$ cat src/rtl/gpio_config_shadow.sv
// gpio_config_shadow
//   Per-pad GPIO configuration shadow. Holds a WIDTH-bit configuration word that
//   resets to DEFAULTS and is reprogrammed through a daisy-chainable serial shift
//   register. The shifted word is committed only after a full WIDTH bits have
//   been seen; a premature commit is rejected.
//
// Ports
//   serial_clock     : clock, all state updates on the rising edge
//   resetn           : asynchronous active-low reset
//   serial_data_in   : serial bit in, MSB first
//   serial_shift     : shift one bit this cycle
//   serial_load      : commit request
//   restore_defaults : synchronous return to DEFAULTS
//   serial_data_out  : shift register MSB, feeds the next block in the chain
//   gpio_config      : active pad configuration word
//   load_done        : one-cycle pulse, commit accepted
//   load_error       : one-cycle pulse, commit rejected
//   chain_state      : 0 = idle, 1 = shifting, 2 = armed
module gpio_config_shadow #(
  parameter int unsigned          WIDTH    = 10,
  parameter logic [WIDTH-1:0]     DEFAULTS = WIDTH'(10'h087)
) (
  input  logic             serial_clock,
  input  logic             resetn,
  input  logic             serial_data_in,
  input  logic             serial_shift,
  input  logic             serial_load,
  input  logic             restore_defaults,
  output logic             serial_data_out,
  output logic [WIDTH-1:0] gpio_config,
  output logic             load_done,
  output logic             load_error,
  output logic [1:0]       chain_state
);

  localparam int unsigned CntWidth = $clog2(WIDTH + 1);
  localparam logic [CntWidth-1:0] CntFull = CntWidth'(WIDTH);

  localparam logic [1:0] StIdle  = 2'd0;
  localparam logic [1:0] StShift = 2'd1;
  localparam logic [1:0] StArmed = 2'd2;

  logic [WIDTH-1:0]    sreg_q, sreg_d;
  logic [WIDTH-1:0]    cfg_q, cfg_d;
  logic [CntWidth-1:0] cnt_q, cnt_d;
  logic [1:0]          state_q, state_d;
  logic                done_q, done_d;
  logic                err_q, err_d;

  always_comb begin
    sreg_d = sreg_q;
    cfg_d  = cfg_q;
    cnt_d  = cnt_q;
    done_d = 1'b0;
    err_d  = 1'b0;

    // Priority: restore > load > shift. A load drops a coincident shift so the
    // commit sees the pre-edge shift register.
    if (restore_defaults) begin
      sreg_d = DEFAULTS;
      cfg_d  = DEFAULTS;
      cnt_d  = '0;
    end else if (serial_load) begin
      cnt_d = '0;
      if (state_q == StArmed) begin
        cfg_d  = sreg_q;
        done_d = 1'b1;
      end else begin
        err_d = 1'b1;
      end
    end else if (serial_shift) begin
      sreg_d = {sreg_q[WIDTH-2:0], serial_data_in};
      // Saturate so blocks deep in a chain still arm after seeing > WIDTH bits.
      if (cnt_q != CntFull) begin
        cnt_d = cnt_q + CntWidth'(1);
      end
    end

    // State is a pure function of the updated bit count.
    if (cnt_d == '0) begin
      state_d = StIdle;
    end else if (cnt_d == CntFull) begin
      state_d = StArmed;
    end else begin
      state_d = StShift;
    end
  end

  always_ff @(posedge serial_clock or negedge resetn) begin
    if (!resetn) begin
      sreg_q  <= DEFAULTS;
      cfg_q   <= DEFAULTS;
      cnt_q   <= '0;
      state_q <= StIdle;
      done_q  <= 1'b0;
      err_q   <= 1'b0;
    end else begin
      sreg_q  <= sreg_d;
      cfg_q   <= cfg_d;
      cnt_q   <= cnt_d;
      state_q <= state_d;
      done_q  <= done_d;
      err_q   <= err_d;
    end
  end

  assign serial_data_out = sreg_q[WIDTH-1];
  assign gpio_config     = cfg_q;
  assign load_done       = done_q;
  assign load_error      = err_q;
  assign chain_state     = state_q;

endmodule

$ cat config.mk
export PLATFORM = sky130hd
export DESIGN_NAME = gpio_config_shadow
export DESIGN_NICKNAME = d
export VERILOG_FILES = /design/src/rtl/gpio_config_shadow.sv
export SDC_FILE = /design/constraint.sdc
export NUM_CORES = 1
export LEC_CHECK = 0
export CORE_ASPECT_RATIO = 1.5
export CORE_MARGIN = 2
export CORE_UTILIZATION = 43
export DETAILED_ROUTE_END_ITERATION = 10
export PLACE_DENSITY = 0.69
export SYNTH_ARGS = -nofsm -noshare
export SYNTH_HDL_FRONTEND = slang
export SYNTH_SLANG_ARGS = --single-unit
$ cat constraint.sdc
create_clock -name serial_clock -period 3 [get_ports serial_clock]
set_input_delay 0.6 -clock serial_clock [delete_from_list [all_inputs] [get_ports serial_clock]]
set_output_delay 0.6 -clock serial_clock [all_outputs]
set_load 0.005 [all_outputs]
* Word-level counts from Yosys, hierarchy flattened
Cells that the tools add are included.
** Word-level totals
- Flip-flop bits (word level) :: 28
- Bits in latches :: 0
- RAM bits :: 0
- Memory bits (read-only) :: 0
- Input bits :: 6
- Output and inout port bits :: 15
- Word-level logic and storage cells :: 35
- Memories kept :: 0
** Cells by class
- $add $sub $neg :: 1
- Multiply operators :: 0
- Div/mod/pow operators :: 0
- Magnitude comparators :: 0
- Equal/unequal tests :: 4
- Shifts and indexed selects :: 0
- Muxes and demuxes :: 18
- Bitwise gates (word level) :: 0
- Reductions and logical operators :: 6
** Operator list (count)
- $mux 10 :: 6
- $mux 4 :: 4
- $mux 1 :: 6
- $reduce_bool 2->1 :: 3
- $add 4x1->4 const B :: 1
- $eq 4x4->1 const B :: 1
- $logic_not 4->1 :: 1
- $mux 2 :: 2
- $ne 4x4->1 const B :: 1
- $reduce_and 2->1 :: 2
- $eq 2x2->1 const B :: 1
- $ne 2x1->1 const B :: 1

* Logic depth before layout (Yosys ltp)
- Depth in word-level cells :: 8
- Gate-level depth with buffers :: 6

* Worst setup path after synthesis
OpenSTA, ideal clock, no wires.
- Path kind :: register -> register
- Start point :: register cnt_q[0]
- End point :: register state_q[1], in the netlist chain_state[1]
- Setup time :: 67 ps
- Data arrival time :: 1270 ps
- Path slack :: 1663 ps
- Stages on the path, launching flop included :: 7
- Path buffers :: 0
- Period minus slack after synthesis :: 1337 ps
- Path through :: dfrtp_1 > inv_1 > ha_1 > a211oi_1 > a21oi_1 > o32ai_2 > and3b_1
** Between the ends
- Longest elaborated chain between the ends :: 8
- Elaborated cells between the ends (all ways) :: 10
** Ends and longest elaborated chain
- from (decl) :: line 45 : logic [CntWidth-1:0] cnt_q, cnt_d;
- from (signal assigned) :: line 100 : cnt_q <= cnt_d;
- $add 4x1->4 / $ne 4x4->1 (equally long branches) :: line 75, 74
- $mux 4 :: line 74 : if (cnt_q != CntFull) begin
- $mux 4 * :: line 71 : end else if (serial_shift) begin
- $mux 4 * :: line 63 : end else if (serial_load) begin
- $mux 4 * :: line 59 : if (restore_defaults) begin
- $eq 4x4->1 :: line 82 : end else if (cnt_d == CntFull) begin
- $mux 2 :: line 82
- $mux 2 * :: line 80 : if (cnt_d == '0) begin
- via state_d[1] :: line 46 : logic [1:0] state_q, state_d;
- to (signal assigned) :: line 94 : state_q <= StIdle;
- to (signal assigned) :: line 101 : state_q <= state_d;
- to (decl) :: line 46
Mark *: on every way through the listed nets, which the timed path passes. The rest lies on a longest branch.
A chain may end at the register's enable or synchronous reset.

* Worst setup path in the final report
- Start point :: register cfg_q[1], in the netlist gpio_config[1]
- End point :: output gpio_config[1]
** RTL lines
- from (decl) :: line 44 : logic [WIDTH-1:0] cfg_q, cfg_d;
- from (signal assigned) :: line 99 : cfg_q <= cfg_d;
- to (decl) :: line 30 : output logic [WIDTH-1:0] gpio_config,
No word-level cell between the ends.

==> summary.md <==
| Metric | Value |
|---|---|
| CTS sink cnt | 28 |
| Vias in the first global route | approximately 920 |
| FF-to-FF End | chain_state[1]$_DFF_PN0_ |
| Clock-pin slew on the worst setup and hold paths | about 90 ps |
| Library cells used by synthesis | 25 |
| Combinational fraction of design power | 0.075 |
| CP Class | flip-flop to output port |
| Gr ovfl total | 0 |
| Req. time, crit path | ~2400 ps |
| Psw | between 0.1 and 0.15 mW |
| Unrepaired setup endpoints after global routing | no |
| Die area | 3370 µm² |
| Worst Hold Class | flip-flop to flip-flop |
| Initial antenna violation count | 0 |
| Routed vias | 927 |
| Most used DFF post-synth | dfrtp_1 |
| Iteration-0 DRC Markers | 28 |
| Max_slew headroom | 0.574 |
| Leakage Power | 0.667 nW |
| Clock Tree Buf Depth | 2 |
| Antenna viol nets, final | 0 |
| CTS root buffer | clkbuf_8 |
| WP buf/inv | 1 |
| Worst R2R Start | cnt_q[0]$_DFF_PN0_ |
| Clock Power Share | 0.339 |
| Cell taking the most area after synthesis | dfrtp_1 |
| Post-synthesis cell area | 1250 µm² |
| MaxCap Viol Count | 0 |
| Hpwl dp | approximately 1700 µm |
| Fin nets | 156 |
| Setup Fix Bufs, Post-CTS | 0 |
| Via density | roughly 5.0 |
| Largest net degree at the start of global routing | 29 |
| Input/output buffers | 20 |
| P&R area growth vs syn | 22.4% |
| Synth area leaders | dfrtp_1 40%, dfstp_2 17%, nand2_1 13%, a21oi_1 6.0%, nand3b_1 4.8% |
| CTS tree | yes |
| Hold-critical path depth | 2 |
| Crit-path cells | clkdlybuf4s50_1 |
| Global router's overall resource usage | 0.167 |
| Power Density | roughly 440 nW/µm² |
| Fillers | about 270 |
| Seq/Total Area, Yosys | 0.568 |
| R2r setup slk | roughly 1500 ps |
| Clock Skew | about 1.4 ps |
| First-pass DRT Iterations | 5 |
| Chip width | about 48 µm |
| FF-to-FF path depth | 6 |
| Crit share post-route | 0.632 |
| Syn nets | around 140 |
| Setup crit start kind | flip-flop |
| Hold Crit Start | gpio_config[7]$_DFFE_PN1P_ |
| Synth cell count leaders | 44 x nand2_1, 20 x dfrtp_1, 15 x a21oi_1 |
| Syn Area/Cell | ~9.8 µm² |
| Worst vdd ir | 294 µV |
| Min Clock Period, post-route | ~1900 ps |
| Arrival @ worst endpoint | 1300 ps |
| Sw frac | 0.218 |
| Proportion of layout cells with a drive suffix above 1 | 0.129 |
| Antenna diodes | 0 |
| Crit Path Max Fanout | 2 |
| Worst setup margin | roughly 1100 ps |
| Post-Route WL | roughly 2300 µm |
| Status | complete, no violations |
| Die span in y | roughly 70 µm |
| YS warnings | 0 |
| Worst-Skew Late Latency | around 270 ps |
| Syn Inst Count | around 130 |
| Initial Util | 0.439 |
| Max-slew violations | 0 |
| CORE AREA | between 2000 and 3000 µm² |
| Worst hold endpoint | gpio_config[7]$_DFFE_PN1P_ |
| DRC viols | 0 |
| Int Pwr | around 0.53 mW |
| GP Congestion | ~0.75 |
| Number of buffers created by CTS | 3 |
| First-pass GRT wire length | between 4000 and 5000 µm |
| Crit path largest cell delay | between 500 and 600 ps |
| Final setup violation count | 0 |
| WL/cell | between 10 and 15 µm |
| Most common cell in the netlist | nand2_1 |
| Final setup TNS | 0 ps |
| Post-synth EDFFs | 0 |
| Num ports | 21 |
| Reg power frac | 0.586 |
| CP top delay family | flip-flops |
| CP max-delay cell | dfstp_2 |
| Pre-CTS setup slack | 823 ps |
| CTS Hold Bufs | 0 |
| H-tree depth | 1 |
| Top cell type's share of synthesized area | 0.400 |
| Worst slew pin tran | 638 ps |
| Hold Vio Cnt, Final | 0 |
| Fmax achieved | about 0.53 GHz |
| CP Capture Type | output port |
| Cell Rows | 24 |
| Yosys reg bits | 28 |
| Post-synth ARST share | 1.00 |
| CTS resizes | 0 |
| Total power draw | 0.675 mW |
-- cell usage in the layout (no fill, tap or decap), types with 2 or more instances in the layout --
cell / instances
nor2_1: 4
nand3b_1: 8
nor3b_1: 2
clkdlybuf4s50_1: 20
clkbuf_8: 4
a21oi_1: 15
inv_1: 2
nand2_1: 44
dfrtp_1: 20
buf_4: 2
ha_1: 2
nor2b_1: 2
dfstp_2: 8
and2_1: 2
xnor2_1: 2
-- layer usage --
| layer | global-route usage | vias up | part of all wire |
|---|---|---|---|
| met5 | 0 | - | 0 |
| met4 | 0.0931 | 0 | 0.023 |
| met3 | 0.0181 | 6 | 0.037 |
| met2 | 0.268 | 20 | 0.52 |
| met1 | 0.206 | 449 | 0.42 |
| li1 | - | 452 | - |
-- state kept, by name (all words and copies together) (netlist names) --
| name | count |
|---|---|
| gpio_config | 10 |
| sreg_q | 10 |
| cnt_q | 4 |
| chain_state | 2 |
| load_done | 1 |
| load_error | 1 |
-- cells by family (layout without fill, tap and decap cells) --
kind of cell,after synthesis,after routing,share of synthesized area
buffers and inverters,9,28,0.0370
XOR/XNOR,3,3,0.0270
AO/OA/AOI/OAI,18,18,0.0830
multiplexers,1,1,0.00800
AND/OR/NAND/NOR,67,67,0.257
adder cells (fa/ha/maj),2,2,0.0200
flip-flops,28,28,0.568
-- cell type report --
type                       count  area (µm²)  share of cell area
clock buffer                   4        55.1              0.0359
timing repair buffer          22         215               0.141
multi-input combinational     91         494               0.323
sequential                    28         711               0.464
tap                           39        48.8              0.0319
inverter                       2        7.51             0.00490
-- how the worst max path moves through the flow --
| stage | startpoint | end | slack (ps) | depth (start not counted) |
|---|---|---|---|---|
| global route | serial_shift | sreg_q[4]$_DFFE_PN0P_ | 1010 | 4 |
| detailed placement | serial_shift | sreg_q[4]$_DFFE_PN0P_ | 820 | 4 |
| finish | gpio_config[1]$_DFFE_PN1P_ | gpio_config[1] | 1100 | 1 |
| CTS | gpio_config[0]$_DFFE_PN1P_ | gpio_config[0] | 1090 | 1 |
| global placement | serial_shift | sreg_q[4]$_DFFE_PN0P_ | 930 | 4 |
| floorplan | cnt_q[0]$_DFF_PN0_ | chain_state[1]$_DFF_PN0_ | 1660 | 6 |
-- stage by stage --
stage | hold WS [ps] | utilization | std cells | area [µm²]
6_report | 490 | 0.537 | 186 | 1530
5_1_grt | 515 | 0.537 | 186 | 1530
4_1_cts | 495 | 0.537 | 186 | 1530
3_5_place_dp | 482 | 0.518 | 182 | 1480
3_3_place_gp | 476 | 0.518 | 182 | 1480
2_1_floorplan | 304 | - | 128 | 1250
-- power groups by stage --
stage	Combinational (mW)	Clock, mW	Sequential, mW
global placement	0.0497	0	0.402
detailed placement	0.0512	0	0.402
floorplan	0.0280	0	0.400
global route	0.0561	0.246	0.397
finish	0.0503	0.229	0.395
CTS	0.0514	0.236	0.395
(Power assumes the default switching activity.)
